## config.mk

```make
export PLATFORM = sky130hd
export DESIGN_NAME = regfile_write_arbiter
export DESIGN_NICKNAME = d
export VERILOG_FILES = /design/src/rtl/regfile_write_arbiter.sv
export SDC_FILE = /design/constraint.sdc
export NUM_CORES = 1
export LEC_CHECK = 0
export CAP_MARGIN = 0
export CORE_MARGIN = 2
export CORE_UTILIZATION = 50
export CTS_CLUSTER_SIZE = 8
export DETAILED_ROUTE_END_ITERATION = 7
export HOLD_SLACK_MARGIN = 0.06
export PLACE_DENSITY_LB_ADDON = 0.25
export SKIP_LAST_GASP = 1
export SYNTH_ARGS = -nofsm -noshare
export SYNTH_HDL_FRONTEND = slang
export SYNTH_SLANG_ARGS = --single-unit
```

## constraint.sdc

```tcl
create_clock -name clock -period 3.8 [get_ports clock]
set_input_delay 0.76 -clock clock [delete_from_list [all_inputs] [get_ports clock]]
set_output_delay 0.76 -clock clock [all_outputs]
set_load 0.01 [all_outputs]
```

## src/rtl/regfile_write_arbiter.sv

```systemverilog
// Shares one register-file write port among NREQ writeback sources.
// Each source owns a one-entry buffer; a round-robin arbiter drains one buffer per cycle into a registered write stage.
module regfile_write_arbiter #(
  parameter int NREQ  = 3,
  parameter int CNT_W = 16
) (
  input  logic              clock,
  input  logic              ctrl_reset,
  input  logic [NREQ-1:0]   req_valid,
  output logic [NREQ-1:0]   req_ready,
  input  logic [5*NREQ-1:0] req_reg,
  input  logic [32*NREQ-1:0] req_data,
  output logic              ctrl_writeEnable,
  output logic [4:0]        ctrl_writeReg,
  output logic [31:0]       data_writeReg,
  output logic [2:0]        grant_id,
  input  logic [4:0]        ctrl_readRegA,
  input  logic [4:0]        ctrl_readRegB,
  output logic              hazard_A,
  output logic              hazard_B,
  output logic [CNT_W-1:0]  contention_count
);

  logic [NREQ-1:0] held;
  logic [4:0]      bufReg  [NREQ];
  logic [31:0]     bufData [NREQ];
  logic [2:0]      rrPtr;

  logic            winValid;
  logic [2:0]      winIdx;
  logic [2:0]      nextPtr;
  logic [NREQ-1:0] grantMask;
  logic [NREQ-1:0] accept;
  logic            contended;

  // Ready comes straight from held state, so a source never sees a combinational path from its own valid.
  assign req_ready = ~held;
  assign accept    = req_valid & ~held;
  assign contended = ($countones(held) >= 2);

  // NOTE: every variable written in always_comb gets a default first, otherwise a latch is inferred.
  always_comb begin
    int idx;
    winValid = 1'b0;
    winIdx   = '0;
    for (int k = 0; k < NREQ; k++) begin
      idx = int'(rrPtr) + k;
      if (idx >= NREQ) idx = idx - NREQ;
      if (!winValid && held[idx]) begin
        winValid = 1'b1;
        winIdx   = 3'(idx);
      end
    end
  end

  always_comb begin
    grantMask = '0;
    if (winValid) grantMask[winIdx] = 1'b1;
    nextPtr = (int'(winIdx) == NREQ - 1) ? 3'd0 : winIdx + 3'd1;
  end

  // A write still in a buffer or in the write stage is visible to readers as a hazard.
  always_comb begin
    hazard_A = ctrl_writeEnable && (ctrl_writeReg == ctrl_readRegA);
    hazard_B = ctrl_writeEnable && (ctrl_writeReg == ctrl_readRegB);
    for (int i = 0; i < NREQ; i++) begin
      if (held[i] && bufReg[i] == ctrl_readRegA) hazard_A = 1'b1;
      if (held[i] && bufReg[i] == ctrl_readRegB) hazard_B = 1'b1;
    end
  end

  // NOTE: sequential state uses non-blocking assignments so every flop samples pre-edge values.
  always_ff @(posedge clock or negedge ctrl_reset) begin
    if (!ctrl_reset) begin
      held             <= '0;
      rrPtr            <= '0;
      ctrl_writeEnable <= 1'b0;
      ctrl_writeReg    <= '0;
      data_writeReg    <= '0;
      grant_id         <= '0;
      contention_count <= '0;
      // NOTE: the buffers are small flop arrays, not RAM, so clearing them on reset costs nothing.
      for (int i = 0; i < NREQ; i++) begin
        bufReg[i]  <= '0;
        bufData[i] <= '0;
      end
    end else begin
      for (int i = 0; i < NREQ; i++) begin
        if (accept[i]) begin
          bufReg[i]  <= req_reg[5*i +: 5];
          bufData[i] <= req_data[32*i +: 32];
        end
      end
      // accept and grant never hit the same entry: a granted entry is held, so it is not ready.
      held <= (held & ~grantMask) | accept;

      if (winValid) begin
        ctrl_writeEnable <= 1'b1;
        ctrl_writeReg    <= bufReg[winIdx];
        data_writeReg    <= bufData[winIdx];
        grant_id         <= winIdx;
        rrPtr            <= nextPtr;
      end else begin
        ctrl_writeEnable <= 1'b0;
      end

      if (contended && !(&contention_count))
        contention_count <= contention_count + 1'b1;
    end
  end

endmodule

```

==> Flow_metrics.wiki <==
{| class="wikitable"
! Metric !! Value
|-
| Setup repair after global routing missed its margin || false
|-
| Most frequent cells in the layout || sky130_fd_sc_hd__clkdlybuf4s50_1, sky130_fd_sc_hd__dfrtp_1, sky130_fd_sc_hd__mux2_2, sky130_fd_sc_hd__xor2_1, sky130_fd_sc_hd__a221o_1
|-
| Most common library cell in the layout ignoring fill and taps || sky130_fd_sc_hd__clkdlybuf4s50_1
|-
| Initial drt markers || 366
|-
| Predominant post-synthesis flop cell || sky130_fd_sc_hd__dfrtp_1
|-
| First-pass DRT Iterations || 4
|-
| Fraction of synthesized area in multiplexers || 16.5%
|-
| Dominant combinational cell family by area after synthesis || multiplexers
|-
| Final Core Density || 69.6%
|-
| Number of clock buffers inserted by TritonCTS || 17
|-
| Worst clock skew || 0.0105 ns
|-
| DR WL/cell || 20.3 µm
|-
| Cell Pwr Density || 1140 nW/µm²
|-
| Highest clock frequency the design can meet || 295 MHz
|-
| Largest stage delay on the critical path || 0.52 ns
|-
| Worst slack, placed || 0.440 ns
|-
| Placed inst area || 10100 µm²
|-
| Number of buffers added on ports || 187
|-
| Core ar. || 15300 µm²
|-
| Setup slack after layout || 0.411 ns
|-
| Period minus WS final || 3.39 ns
|-
| Leak Pwr || 0.00448 µW
|-
| Average via count per standard cell || 5.72
|-
| Post-route cell area || 10700 µm²
|-
| Number of vias after detailed routing || 5745
|-
| Clock sink count || 174
|-
| Highest net fanout along the worst path || 38
|-
| Number of enable flip-flop cells after synthesis || 0
|-
| Count of warnings emitted by yosys || 0
|-
| Total setup violations reported at the end of the flow || 0
|-
| Initial core utilization || 51.6%
|-
| Proportion of layout cells with a drive suffix above 1 || 21.5%
|-
| Share of synthesized registers carrying an async set or reset || 100%
|-
| Result of the run || completed
|-
| Buffer cell driving the clock tree root || sky130_fd_sc_hd__clkbuf_16
|-
| Routed wire length || 20400 µm
|-
| R2R cell count || 10
|-
| Clock tree from TritonCTS || yes
|-
| Number of global-route vias before repair || 6020
|-
| Global route overflow || 0
|-
| Height of the die || 130 µm
|-
| Antenna violations before repair || 0
|-
| Max-slew violation total from the final report || 0
|-
| Setup TNS || 0 ns
|-
| Cell type with the highest occurrence count on the critical path || sky130_fd_sc_hd__ha_1
|-
| Synth Instances || 597
|-
| Number of nets with antenna violations after routing || 0
|-
| Kind of start point of the critical path || flip-flop
|-
| Critical setup path kind || flip-flop to flip-flop
|-
| Post-detailed-route DRC marker count || 0
|-
| Endpoint arrival time on the critical path || 3.70 ns
|-
| Area share of xor/xnor cells in the synthesized design || 6.20%
|-
| Netlist cell types || 50
|-
| Combined global-route utilization of all metal layers || 25.2%
|-
| CP required || 4.11 ns
|-
| Proportion of synthesized chip area in sequential cells || 55.1%
|-
| Headroom to the max-slew limit || 50.3%
|-
| Pin count of the biggest net entering global routing || 78
|-
| Clock-pin transition on the worst setup and hold timing paths || 0.07 ns
|-
| Maximum buffer depth of the clock tree || 2
|-
| Diode count || 0
|-
| Full die area || 16800 µm²
|-
| Post-synthesis cell area || 7910 µm²
|-
| Width of the die || 130 µm
|-
| Worst slew pin tran || 0.743 ns
|-
| Mean instance size in the synthesized netlist || 13.2 µm²
|-
| Layout-stage area growth over the synthesis result || 34.8%
|-
| Compound-Gate Fraction of Synth Area || 12.3%
|-
| Simple-gate portion of the synthesized area || 5.89%
|-
| Clock Latency Late Sink || 0.44 ns
|-
| Final hold violation count || 0
|-
| Total nets after synthesis || 733
|-
| Hold crit path type || primary input to async pin
|-
| Post-cts gate resize count || 0
|-
| Final net count || 917
|-
| Nature of the critical path endpoint || flip-flop
|-
| Adder-Cell Fraction of Synth Area || 1.58%
|-
| Post-CTS setup buffers || 0
|-
| Quantity of hold-fixing buffers added after cts || 0
|-
| Setup slack of the most critical reg-to-reg path || 0.41 ns
|-
| DP Wirelength || 14000 µm
|-
| Slowest stage cell on the critical path || sky130_fd_sc_hd__dfrtp_1
|-
| Number of register bits inferred by synthesis || 174
|-
| Worst voltage drop across the vdd grid || 1010 µV
|-
| Last weighted congestion value of the routability-driven placer || 0.868
|-
| IO Count || 188
|-
| CTS H-tree depth || 4
|-
| Critical path, cell by cell || ha_1 > inv_1 > ha_1 > nor2_1 > a41oi_1 > o221a_4 > nand2b_4 > or3_4 > and2_4 > a221o_1
|-
| Crit share post-route || 89.2%
|-
| Standard-cell row count || 45
|-
| Wire length of the first global-routing pass || 32400 µm
|-
| Maxcap violations || 0
|}
-- metrics by stage --
step	power [µW]	hold WS [ns]	instances
4_1_cts	12200	0.376	1005
3_5_place_dp	10400	0.470	973
5_1_grt	12900	0.390	1005
2_1_floorplan	8130	0.464	597
3_3_place_gp	10200	0.458	973
6_report	12100	0.338	1005
-- layout make-up --
class / instances / area (µm²)
clock buffer: 18 / 439
clock inverter: 14 / 149
fill: 1125 / 4660
inverter: 10 / 37.5
multi-input combinational: 379 / 3400
sequential: 174 / 4350
tap: 211 / 264
timing repair buffer: 199 / 2010
-- per-layer routing --
metal	up-vias	track usage (%)	part of all wire, %
met5	-	0	0
met4	0	7.97	1.5
met3	23	6.52	6.7
met2	188	42.2	51
met1	2949	32.4	41
li1	2585	-	-
-- worst paths after layout --
| kind | start | end |
|---|---|---|
| worst max-delay path | rrPtr[1]$_DFFE_PN0N_ | data_writeReg[27]$_DFFE_PN0N_ |
| worst min-delay path | ctrl_reset | bufData[24]$_DFFE_PN0P_ |
| worst max register to register | rrPtr[1]$_DFFE_PN0N_ | data_writeReg[27]$_DFFE_PN0N_ |
| worst min register to register | grant_id[2]$_DFFE_PN0N_ | grant_id[2]$_DFFE_PN0N_ |
| max in group asynchronous | ctrl_reset | contention_count[9]$_DFFE_PN0P_ |
| min in group clock | grant_id[2]$_DFFE_PN0N_ | grant_id[2]$_DFFE_PN0N_ |
-- where the power goes --
part	internal [µW]	switching [µW]	total, µW	leakage, µW
clock network	943	775	1720	0.000281
logic	3440	3340	6780	0.00213
registers	2880	760	3640	0.00207
-- critical path: cells and delay by family (launching register included) --
family / cells / cell delay (ns)
AOI/OAI and AO/OA: 3 / 0.85
adders and majority gates: 2 / 0.56
buffers and inverters: 1 / 0.05
and+or+nand+nor: 4 / 1.27
DFF: 1 / 0.52
-- state kept, by name, indices dropped and copies added, names as in the netlist --
signal            cells
contention_count     16
rrPtr                 3
bufData              96
grant_id              3
ctrl_writeEnable      1
held                  3
data_writeReg        32
ctrl_writeReg         5
bufReg               15
-- cells by family (layout without fill, tap and decap cells) --
group,Yosys count,in the layout
AOI/OAI and AO/OA,112,112
xor gates and xnor gates,56,56
adders and majority gates,10,10
buffers and inverters,44,241
DFF,174,174
muxes,116,116
and+or+nand+nor,85,85
-- Yosys cell counts, types with 5 or more instances --
master / instances / share of area (%)
sky130_fd_sc_hd__and3_1: 5 / 0.40
sky130_fd_sc_hd__nand4_1: 7 / 0.55
sky130_fd_sc_hd__mux2_2: 112 / 16
sky130_fd_sc_hd__nor4_1: 9 / 0.71
sky130_fd_sc_hd__a21oi_1: 10 / 0.63
sky130_fd_sc_hd__buf_2: 5 / 0.32
sky130_fd_sc_hd__ha_1: 10 / 1.6
sky130_fd_sc_hd__nor2b_1: 7 / 0.55
sky130_fd_sc_hd__a22o_1: 37 / 4.1
sky130_fd_sc_hd__dfrtp_1: 174 / 55
sky130_fd_sc_hd__nand3_1: 14 / 0.89
sky130_fd_sc_hd__inv_1: 9 / 0.43
sky130_fd_sc_hd__nor2_1: 14 / 0.66
sky130_fd_sc_hd__nand2_1: 13 / 0.62
sky130_fd_sc_hd__xnor2_1: 18 / 2.0
sky130_fd_sc_hd__xor2_1: 38 / 4.2
sky130_fd_sc_hd__a221o_1: 38 / 4.8
sky130_fd_sc_hd__clkbuf_1: 25 / 1.2
No activity file was read; power rests on OpenSTA's default activity.
